$ cat config.mk
export PLATFORM = sky130hd
export DESIGN_NAME = wb_stage_pipe_flat
export DESIGN_NICKNAME = d
export VERILOG_FILES = /design/src/rtl/wb_stage_pipe_pkg.sv /design/src/rtl/wb_stage_pipe_if.sv /design/src/rtl/wb_stage_pipe_skid_buf.sv /design/src/rtl/wb_stage_pipe.sv /design/src/flat_wrapper.sv
export SDC_FILE = /design/constraint.sdc
export NUM_CORES = 1
export LEC_CHECK = 0
export CAP_MARGIN = 10
export CORE_ASPECT_RATIO = 0.6
export CORE_MARGIN = 8
export CORE_UTILIZATION = 38
export DETAILED_ROUTE_END_ITERATION = 12
export PLACE_DENSITY = 0.57
export REMOVE_ABC_BUFFERS = 1
export SETUP_SLACK_MARGIN = 0.1
export SLEW_MARGIN = 10
export SYNTH_ARGS = -nofsm -noshare
export SYNTH_HDL_FRONTEND = slang
export SYNTH_SLANG_ARGS = --single-unit
$ cat constraint.sdc
create_clock -name clk -period 2.37 [get_ports clk]
set_input_delay 0.474 -clock clk [delete_from_list [all_inputs] [get_ports clk]]
set_output_delay 0.474 -clock clk [all_outputs]
set_load 0.02 [all_outputs]
$ cat src/rtl/wb_stage_pipe_pkg.sv
// Shared types for the MEM/WB write-back stage: source selects, occupancy states,
// the per-instruction entry carried through the skid buffer, and the write-back data select.
package wb_pkg;

    localparam int DM_ADDRESS = 9;
    localparam int DATA_W     = 32;
    localparam int RA_W       = 5;
    localparam int SRC_W      = 3;

    typedef enum logic [SRC_W-1:0] {
        WB_ALU = 3'd0,
        WB_MEM = 3'd1,
        WB_PC4 = 3'd2,
        WB_IMM = 3'd3
    } wb_src_e;

    typedef enum logic [1:0] {
        OCC_EMPTY = 2'd0,
        OCC_ONE   = 2'd1,
        OCC_TWO   = 2'd2
    } occ_e;

    typedef struct packed {
        logic [DATA_W-1:0]     mem_rd_data;
        logic [DATA_W-1:0]     alu_result;
        logic [DM_ADDRESS-1:0] pc;
        logic [DATA_W-1:0]     imm;
        logic                  reg_wrt_en;
        logic [SRC_W-1:0]      reg_wrt_src;
        logic [RA_W-1:0]       reg_dst;
    } wb_entry_t;

    // Unassigned source codes fall back to the ALU result.
    function automatic logic [DATA_W-1:0] wb_select(input wb_entry_t e);
        logic [DATA_W-1:0] r;
        r = e.alu_result;
        case (e.reg_wrt_src)
            WB_MEM:  r = e.mem_rd_data;
            WB_PC4:  r = DATA_W'(e.pc) + DATA_W'(4);
            WB_IMM:  r = e.imm;
            default: r = e.alu_result;
        endcase
        return r;
    endfunction

endpackage

$ cat src/rtl/wb_stage_pipe_if.sv
// Handshake and payload bundle between the MEM stage, the write-back stage and the register file.
interface wb_stage_pipe_if #(
    parameter int CNT_W = 32
);
    import wb_pkg::*;

    logic                  in_valid;
    logic                  in_ready;
    logic [DATA_W-1:0]     mem_rd_data_in;
    logic [DATA_W-1:0]     alu_result_in;
    logic [DM_ADDRESS-1:0] pc_in;
    logic [DATA_W-1:0]     imm_in;
    logic                  reg_wrt_en_in;
    logic [SRC_W-1:0]      reg_wrt_src_in;
    logic [RA_W-1:0]       reg_dst_in;
    logic                  out_valid;
    logic                  out_ready;
    logic [DATA_W-1:0]     wb_data;
    logic                  wb_en;
    logic [RA_W-1:0]       wb_dst;
    logic [CNT_W-1:0]      retire_cnt;

    modport slave (
        input  in_valid, mem_rd_data_in, alu_result_in, pc_in, imm_in,
               reg_wrt_en_in, reg_wrt_src_in, reg_dst_in, out_ready,
        output in_ready, out_valid, wb_data, wb_en, wb_dst, retire_cnt
    );

    modport master (
        output in_valid, mem_rd_data_in, alu_result_in, pc_in, imm_in,
               reg_wrt_en_in, reg_wrt_src_in, reg_dst_in, out_ready,
        input  in_ready, out_valid, wb_data, wb_en, wb_dst, retire_cnt
    );

endinterface

$ cat src/rtl/wb_stage_pipe_skid_buf.sv
// Two-entry skid buffer over wb_entry_t: a head register feeding the consumer plus one
// overflow slot, so in_ready can be registered without losing an entry under backpressure.
module wb_skid_buf
    import wb_pkg::*;
(
    input  logic      clk,
    input  logic      rst,
    input  logic      flush_i,
    input  logic      in_valid_i,
    input  wb_entry_t in_data_i,
    output logic      in_ready_o,
    output logic      out_valid_o,
    input  logic      out_ready_i,
    output wb_entry_t head_o
);

    occ_e      state_q, state_d;
    wb_entry_t head_q, head_d;
    wb_entry_t skid_q, skid_d;
    logic      in_ready_q;
    logic      accept, retire;

    assign accept      = in_valid_i & in_ready_q;
    assign retire      = out_valid_o & out_ready_i;
    assign out_valid_o = (state_q != OCC_EMPTY);
    assign in_ready_o  = in_ready_q;
    assign head_o      = head_q;

    // Flush empties the buffer and drops any same-cycle accept; the head may still retire.
    always_comb begin
        state_d = state_q;
        head_d  = head_q;
        skid_d  = skid_q;
        if (flush_i) begin
            state_d = OCC_EMPTY;
        end else begin
            case (state_q)
                OCC_EMPTY: begin
                    if (accept) begin
                        head_d  = in_data_i;
                        state_d = OCC_ONE;
                    end
                end
                OCC_ONE: begin
                    if (accept && !retire) begin
                        skid_d  = in_data_i;
                        state_d = OCC_TWO;
                    end else if (!accept && retire) begin
                        state_d = OCC_EMPTY;
                    end else if (accept && retire) begin
                        head_d  = in_data_i;
                    end
                end
                OCC_TWO: begin
                    if (retire) begin
                        head_d  = skid_q;
                        state_d = OCC_ONE;
                    end
                end
                default: state_d = OCC_EMPTY;
            endcase
        end
    end

    always_ff @(posedge clk) begin
        if (rst) begin
            state_q    <= OCC_EMPTY;
            head_q     <= '0;
            skid_q     <= '0;
            in_ready_q <= 1'b0;
        end else begin
            state_q    <= state_d;
            head_q     <= head_d;
            skid_q     <= skid_d;
            in_ready_q <= (state_d != OCC_TWO);
        end
    end

endmodule

$ cat src/rtl/wb_stage_pipe.sv
// MEM/WB pipeline register: skid-buffered handshake, write-back source select,
// register-file write qualification and a wrapping retired-instruction counter.
module wb_stage_pipe
    import wb_pkg::*;
#(
    parameter int CNT_W = 32
) (
    input  logic             clk,
    input  logic             rst,
    input  logic             flush,
    wb_stage_pipe_if.slave   bus
);

    wb_entry_t        in_entry;
    wb_entry_t        head;
    logic             out_valid;
    logic             retire;
    logic [CNT_W-1:0] retire_cnt_q, retire_cnt_d;

    assign in_entry.mem_rd_data = bus.mem_rd_data_in;
    assign in_entry.alu_result  = bus.alu_result_in;
    assign in_entry.pc          = bus.pc_in;
    assign in_entry.imm         = bus.imm_in;
    assign in_entry.reg_wrt_en  = bus.reg_wrt_en_in;
    assign in_entry.reg_wrt_src = bus.reg_wrt_src_in;
    assign in_entry.reg_dst     = bus.reg_dst_in;

    wb_skid_buf u_skid (
        .clk         (clk),
        .rst         (rst),
        .flush_i     (flush),
        .in_valid_i  (bus.in_valid),
        .in_data_i   (in_entry),
        .in_ready_o  (bus.in_ready),
        .out_valid_o (out_valid),
        .out_ready_i (bus.out_ready),
        .head_o      (head)
    );

    assign retire        = out_valid & bus.out_ready;
    assign bus.out_valid = out_valid;
    assign bus.wb_data   = wb_select(head);
    assign bus.wb_dst    = head.reg_dst;
    // x0 writes are suppressed here, but the instruction still retires and is counted.
    assign bus.wb_en     = retire & head.reg_wrt_en & (head.reg_dst != '0);

    assign retire_cnt_d   = retire ? retire_cnt_q + CNT_W'(1) : retire_cnt_q;
    assign bus.retire_cnt = retire_cnt_q;

    always_ff @(posedge clk) begin
        if (rst) begin
            retire_cnt_q <= '0;
        end else begin
            retire_cnt_q <= retire_cnt_d;
        end
    end

endmodule

$ cat src/flat_wrapper.sv
// flat-port wrapper written by rule: the top's interface ports become plain ports
module wb_stage_pipe_flat import wb_pkg::*;
#(
    parameter int CNT_W = 32
)
  (clk, rst, flush, bus_in_valid, bus_mem_rd_data_in, bus_alu_result_in, bus_pc_in, bus_imm_in, bus_reg_wrt_en_in, bus_reg_wrt_src_in, bus_reg_dst_in, bus_out_ready, bus_in_ready, bus_out_valid, bus_wb_data, bus_wb_en, bus_wb_dst, bus_retire_cnt);
  wb_stage_pipe_if #(.CNT_W(CNT_W)) bus_i ();
  input  logic clk;
  input  logic rst;
  input  logic flush;
  input wire logic [$bits(bus_i.in_valid)-1:0] bus_in_valid;
  input wire logic [$bits(bus_i.mem_rd_data_in)-1:0] bus_mem_rd_data_in;
  input wire logic [$bits(bus_i.alu_result_in)-1:0] bus_alu_result_in;
  input wire logic [$bits(bus_i.pc_in)-1:0] bus_pc_in;
  input wire logic [$bits(bus_i.imm_in)-1:0] bus_imm_in;
  input wire logic [$bits(bus_i.reg_wrt_en_in)-1:0] bus_reg_wrt_en_in;
  input wire logic [$bits(bus_i.reg_wrt_src_in)-1:0] bus_reg_wrt_src_in;
  input wire logic [$bits(bus_i.reg_dst_in)-1:0] bus_reg_dst_in;
  input wire logic [$bits(bus_i.out_ready)-1:0] bus_out_ready;
  output wire logic [$bits(bus_i.in_ready)-1:0] bus_in_ready;
  output wire logic [$bits(bus_i.out_valid)-1:0] bus_out_valid;
  output wire logic [$bits(bus_i.wb_data)-1:0] bus_wb_data;
  output wire logic [$bits(bus_i.wb_en)-1:0] bus_wb_en;
  output wire logic [$bits(bus_i.wb_dst)-1:0] bus_wb_dst;
  output wire logic [$bits(bus_i.retire_cnt)-1:0] bus_retire_cnt;
  assign bus_i.in_valid = bus_in_valid;
  assign bus_i.mem_rd_data_in = bus_mem_rd_data_in;
  assign bus_i.alu_result_in = bus_alu_result_in;
  assign bus_i.pc_in = bus_pc_in;
  assign bus_i.imm_in = bus_imm_in;
  assign bus_i.reg_wrt_en_in = bus_reg_wrt_en_in;
  assign bus_i.reg_wrt_src_in = bus_reg_wrt_src_in;
  assign bus_i.reg_dst_in = bus_reg_dst_in;
  assign bus_i.out_ready = bus_out_ready;
  assign bus_in_ready = bus_i.in_ready;
  assign bus_out_valid = bus_i.out_valid;
  assign bus_wb_data = bus_i.wb_data;
  assign bus_wb_en = bus_i.wb_en;
  assign bus_wb_dst = bus_i.wb_dst;
  assign bus_retire_cnt = bus_i.retire_cnt;
  wb_stage_pipe #(.CNT_W(CNT_W)) u_core (.clk(clk), .rst(rst), .flush(flush), .bus(bus_i));
endmodule
Word-level counts from Yosys, hierarchy flattened
Cells that the tools add are included.
Storage, ports and cells
  logic and storage cells: 59
  bits in registers: 263
  input port bits: 119
Operators by class
  equality and inequality tests: 11
  reductions and logical operators: 11
  bitwise operators: 5
  add/subtract/negate cells: 2
  multiplexer cells: 13
Operators with widths (number)
  $mux W114: 5
  $pmux W114 S3: 1
  $pmux W32 S3: 1
  $add A32 B1 Y32 const B: 1
  $add A9 B3 Y10 const B: 1
  $mux W2: 5
  $ne A2 B2 Y1 const B: 5
  $reduce_and A7 Y1: 1
  $eq A3 B2 Y1 const B: 2
  $pmux W2 S3: 1
  $reduce_bool A5 Y1: 1
  $and A1 B1 Y1: 4
  $eq A3 B1 Y1 const B: 1
  $logic_and A1 B1 Y1: 3
  $reduce_and A3 Y1: 1
  $reduce_bool A3 Y1: 1
  $eq A2 B1 Y1 const B: 1
  $eq A2 B2 Y1 const B: 1
  $logic_not A1 Y1: 2
  $logic_not A2 Y1: 1
  $ne A2 B1 Y1 const B: 1
  $reduce_bool A2 Y1: 1
  $not A1 Y1: 1

Logic depth before layout (Yosys ltp)
  depth in word-level cells: 8
  mapped depth: 8
  mapped depth without buffers: 5

By module
Synthesis repeated with hierarchy kept, for this count alone.
Unflattened totals
  cell total of the unflattened synthesis: 1357
  area total of the unflattened synthesis: 11658.7 µm²
Modules (own cells, without submodules)
  wb_skid_buf: cells each 1022, area an instance 9236.4 µm², times used 1
  wb_stage_pipe: cells each 335, area an instance 2422.3 µm², times used 1

Worst setup path after synthesis
OpenSTA, ideal clock, no wires.
  path kind: register to output
  from: reg u_core.u_skid.head_q, in the netlist u_core.u_skid.head_o[6]
  to: out bus_wb_data[12]
  arrival: 1.932 ns
  stages on the path, launching flop included: 6
  required time: 1.896 ns
  path buffers: 3
  path slack: -0.036 ns
  path through: dfxtp_1 -> buf_2 -> buf_1 -> buf_1 -> mux2i_1 -> o21ai_0
Between the ends
  cells in the longest elaborated chain, start to end: 2
Ends and longest elaborated chain
  from (decl): RTL line wb_stage_pipe_skid_buf.sv:18  | wb_entry_t head_q, head_d;
  from (signal assigned): RTL line wb_stage_pipe_skid_buf.sv:68  | head_q <= '0;
  from (signal assigned): RTL line wb_stage_pipe_skid_buf.sv:73  | head_q <= head_d;
  $eq A3 B2 Y1 or $eq A3 B1 Y1 (tied branches): RTL line wb_stage_pipe_pkg.sv:37  | case (e.reg_wrt_src)
  $pmux W32 S3 *: RTL line wb_stage_pipe_pkg.sv:37
  to (decl): RTL line flat_wrapper.sv:22  | output wire logic [$bits(bus_i.wb_data)-1:0] bus_wb_data;
Every way passes the cells marked *; elsewhere a longest branch is shown, timed or not.

Worst setup path after layout
  from: reg u_core.u_skid.head_q, in the netlist u_core.u_skid.head_o[44]
  to: out bus_wb_data[8]
Between the ends
  cells in the longest elaborated chain, start to end: 2
Ends and longest elaborated chain
  $add A9 B3 Y10: RTL line wb_stage_pipe_pkg.sv:39  | WB_PC4: r = DATA_W'(e.pc) + DATA_W'(4);
  $pmux W32 S3: RTL line wb_stage_pipe_pkg.sv:37
No other way between the ends.

==> impl_metrics.env <==
export IMPL_status="finished with violations"
export IMPL_violations="setup timing"
export IMPL_worst_slew_pin_slew_ps=447
export IMPL_synthCells=1378
export IMPL_synthArstFlopShare_pct=0
export IMPL_crit_fanout=2
export IMPL_rsz0062_at_grt="true"
export IMPL_grt_max_degree=72
export IMPL_antenna_found_initial=0
export IMPL_yosysSeqAreaShare_pct=44.7
export IMPL_clock_root_buffer="clkbuf_16"
export IMPL_arrival_ps=1930
export IMPL_gp_congestion=0.789
export IMPL_required_ps=1900
export IMPL_r2r_cells=4
export IMPL_numCtsBuffers=28
export IMPL_num_io_pins=191
export IMPL_io_buffers=190
export IMPL_fin_crit_ps=2400
export IMPL_synth_ff_type="dfxtp_1"
export IMPL_rr_endpoint="u_core.bus.retire_cnt[31]$_SDFFE_PP0P_"
export IMPL_totalWireLength_mm=36.2
export IMPL_setup_ws_ps=-29.7
export IMPL_hp_class="input pin to flip-flop"
export IMPL_clk_pin_slew_ps=60
export IMPL_area_growth_pct=37.5
export IMPL_clkLatencyLatePin_ps=550
export IMPL_highest_layer="met4"
export IMPL_cts_sinks=263
export IMPL_final_util_pct=52.5
export IMPL_core_um2=30800
export IMPL_ys_ff_latch=263
export IMPL_yosysWarnings=0
export IMPL_die_h_um=152
export IMPL_drv_cap=0
export IMPL_critPathLaunch="u_core.u_skid.head_o[44]$_SDFFE_PP0P_"
export IMPL_total_power_uw=10700
export IMPL_grt_overflow=0
export IMPL_wl_met2_mm=15.8
export IMPL_drt_iter0_markers=811
export IMPL_grt_first_pass_wirelength_mm=56.5
export IMPL_synth_area_um2=11800
export IMPL_antenna_cells=0
export IMPL_end_kind="primary output"
export IMPL_hold_buffers=0
export IMPL_slew_headroom_pct=70.2
export IMPL_start_util_pct=38.2
export IMPL_die_w_um=243
export IMPL_drc=0
export IMPL_wl_per_cell_um=18.2
export IMPL_wl_met1_mm=17.9
export IMPL_synth_distinct_cells=46
export IMPL_peakVddDrop_mv=0.626
export IMPL_leakage_uw=0.00619
export IMPL_r2r_start="u_core.bus.retire_cnt[3]$_SDFFE_PP0P_"
export IMPL_power_density_nw_per_um2=661
export IMPL_cts_max_path_buffers=3
export IMPL_synth_avg_cell_area_um2=8.54
export IMPL_dieArea_um2=37100
export IMPL_via_count=10700
export IMPL_drtAntennaViolNets=0
export IMPL_layout_nets=1672
export IMPL_grt_usage_pct=18.1
export IMPL_synth_edf_count=0
export IMPL_placed_cells=1914
export IMPL_hold_viol=0
export IMPL_timing_final_crit_share_pct=101
export IMPL_stdcell_count=1989
export IMPL_grt_pass1_vias=10100
export IMPL_postPlaceCellArea_um2=14400
export IMPL_hpwl_mm=22.9
export IMPL_reg2reg_slack_ps=290
export IMPL_fin_area_um2=16200
export IMPL_max_freq_ghz=0.417
export IMPL_drive_above_1_share_pct=16.8
export IMPL_dr_pass1_iters=5
export IMPL_finalMaxSlewViolations=0
export IMPL_rows=50
export IMPL_cp_start_kind="flip-flop"
export IMPL_setup_violations=4
export IMPL_crit_type="flip-flop to primary output"
export IMPL_via_per_inst=5.39
export IMPL_clock_skew_ps=8.36
export IMPL_cts_tree="built"
export IMPL_htree_num_levels=1
export IMPL_crit_path_end="bus_wb_data[8]"
export IMPL_met3_length_mm=1.90
[power by group]
group          internal [uW]  switching (uW)  leakage (uW)
Clock                   2970            1890      0.000514
Combinational            606             636       0.00354
Sequential              4530            76.2       0.00214
Total                   8110            2600       0.00619
[worst min path at each step]
| stage | cells past startpoint | endpoint | from | slack [ps] |
|---|---|---|---|---|
| final | 2 | u_core.bus.retire_cnt[3]$_SDFFE_PP0P_ | rst | 430 |
| after global routing | 2 | u_core.bus.retire_cnt[3]$_SDFFE_PP0P_ | rst | 420 |
| after CTS | 2 | u_core.bus.retire_cnt[3]$_SDFFE_PP0P_ | rst | 400 |
| after detailed placement | 2 | u_core.u_skid.skid_q[42]$_SDFFE_PP0P_ | u_core.u_skid.skid_q[42]$_SDFFE_PP0P_ | 450 |
| after global placement | 2 | u_core.u_skid.skid_q[86]$_SDFFE_PP0P_ | u_core.u_skid.skid_q[86]$_SDFFE_PP0P_ | 440 |
| after floorplan | 2 | u_core.u_skid.skid_q[0]$_SDFFE_PP0P_ | u_core.u_skid.skid_q[0]$_SDFFE_PP0P_ | 430 |
[Yosys cell counts (3+ instances only)]
master | count | area share (%)
nor2_1 | 23 | 0.73
buf_4 | 5 | 0.32
a22oi_1 | 4 | 0.26
mux2i_1 | 138 | 12
and4_1 | 4 | 0.30
a21oi_1 | 257 | 11
inv_1 | 7 | 0.22
a311oi_1 | 115 | 8.6
o21ai_0 | 39 | 1.7
nand3_1 | 8 | 0.34
buf_1 | 9 | 0.29
clkbuf_1 | 112 | 3.6
nand2b_1 | 5 | 0.27
nand2_1 | 274 | 8.7
o32a_1 | 3 | 0.26
mux2_2 | 5 | 0.48
and3_1 | 4 | 0.21
xnor2_1 | 5 | 0.37
or4_1 | 15 | 0.96
dfxtp_1 | 263 | 45
o31ai_1 | 12 | 0.77
xor2_1 | 7 | 0.52
nand4_1 | 9 | 0.48
or3_1 | 11 | 0.58
nor4_1 | 4 | 0.21
buf_2 | 11 | 0.47
nor3_1 | 4 | 0.17
[final cells by class]
| cell class | count | area, um^2 |
|---|---|---|
| clock buffers | 37 | 816 |
| well taps | 416 | 520 |
| repair buffers | 281 | 3020 |
| clock inverters | 15 | 211 |
| inverters | 7 | 31.3 |
| flip-flops and latches | 263 | 5290 |
| multi-input cells | 970 | 6300 |
| fillers | 2815 | 14700 |
[state kept, by name, indices dropped and copies added (netlist names)]
name,flops
u_core.u_skid.in_ready_o,1
u_core.u_skid.state_q,2
u_core.u_skid.skid_q,114
u_core.u_skid.head_o,114
u_core.bus.retire_cnt,32
[metrics by stage]
stage	hold WS (ps)	worst slack [ps]	setup TNS, ps
after floorplan	430	-2890	-407970
after global routing	422	-85.8	-521
after global placement	440	-99.9	-944
after detailed placement	446	-116	-1540
after CTS	398	-108	-214
final	425	-29.7	-74.3
[cells by family after synthesis]
kind of cell             synth area share (%)
AO/OA/AOI/OAI                            23.1
XOR/XNOR                                0.893
adder cells (fa/ha/maj)                 0.213
buffers and inverters                    4.96
flip-flops                               44.7
multiplexers                             12.2
AND/OR/NAND/NOR                          13.9
[worst max-delay path: stages, from the launching register on]
cell	delay, ps
dfxtp_2	360
ha_4	140
inv_1	50
or4_4	490
a31oi_4	200
buf_6	140
[layer usage]
metal  track usage [%]  up-vias
met3              3.57       41
met2              27.1      220
li1                  -     5377
met4              3.41        0
met5                 0        -
met1              26.8     5090
[placed cells by master (no fill, tap or decap), types with 10 or more instances in the layout]
cell type        netlist  routed
or4_1                 15      13
clkdlybuf4s50_1        0     155
o31ai_1               12      11
dfxtp_1              263     251
a311oi_1             115     114
nand2_1              274     258
buf_12                 0      24
or3_1                 11      10
o21ai_2                0      15
o21ai_1                0      11
nand2_2                0      12
clkbuf_16              0      32
buf_6                  1      38
o21ai_0               39      11
nor2_1                23      19
buf_4                  5      57
a21oi_1              257     254
mux2i_1              138     132
[what timing repair did]
action	CTS	global route
buffers inserted	10	9
resized for setup	264	103
pin swaps	14	23
gates cloned	0	4
setup endpoints to repair	34	33
Power figures use the tool's default switching activity.
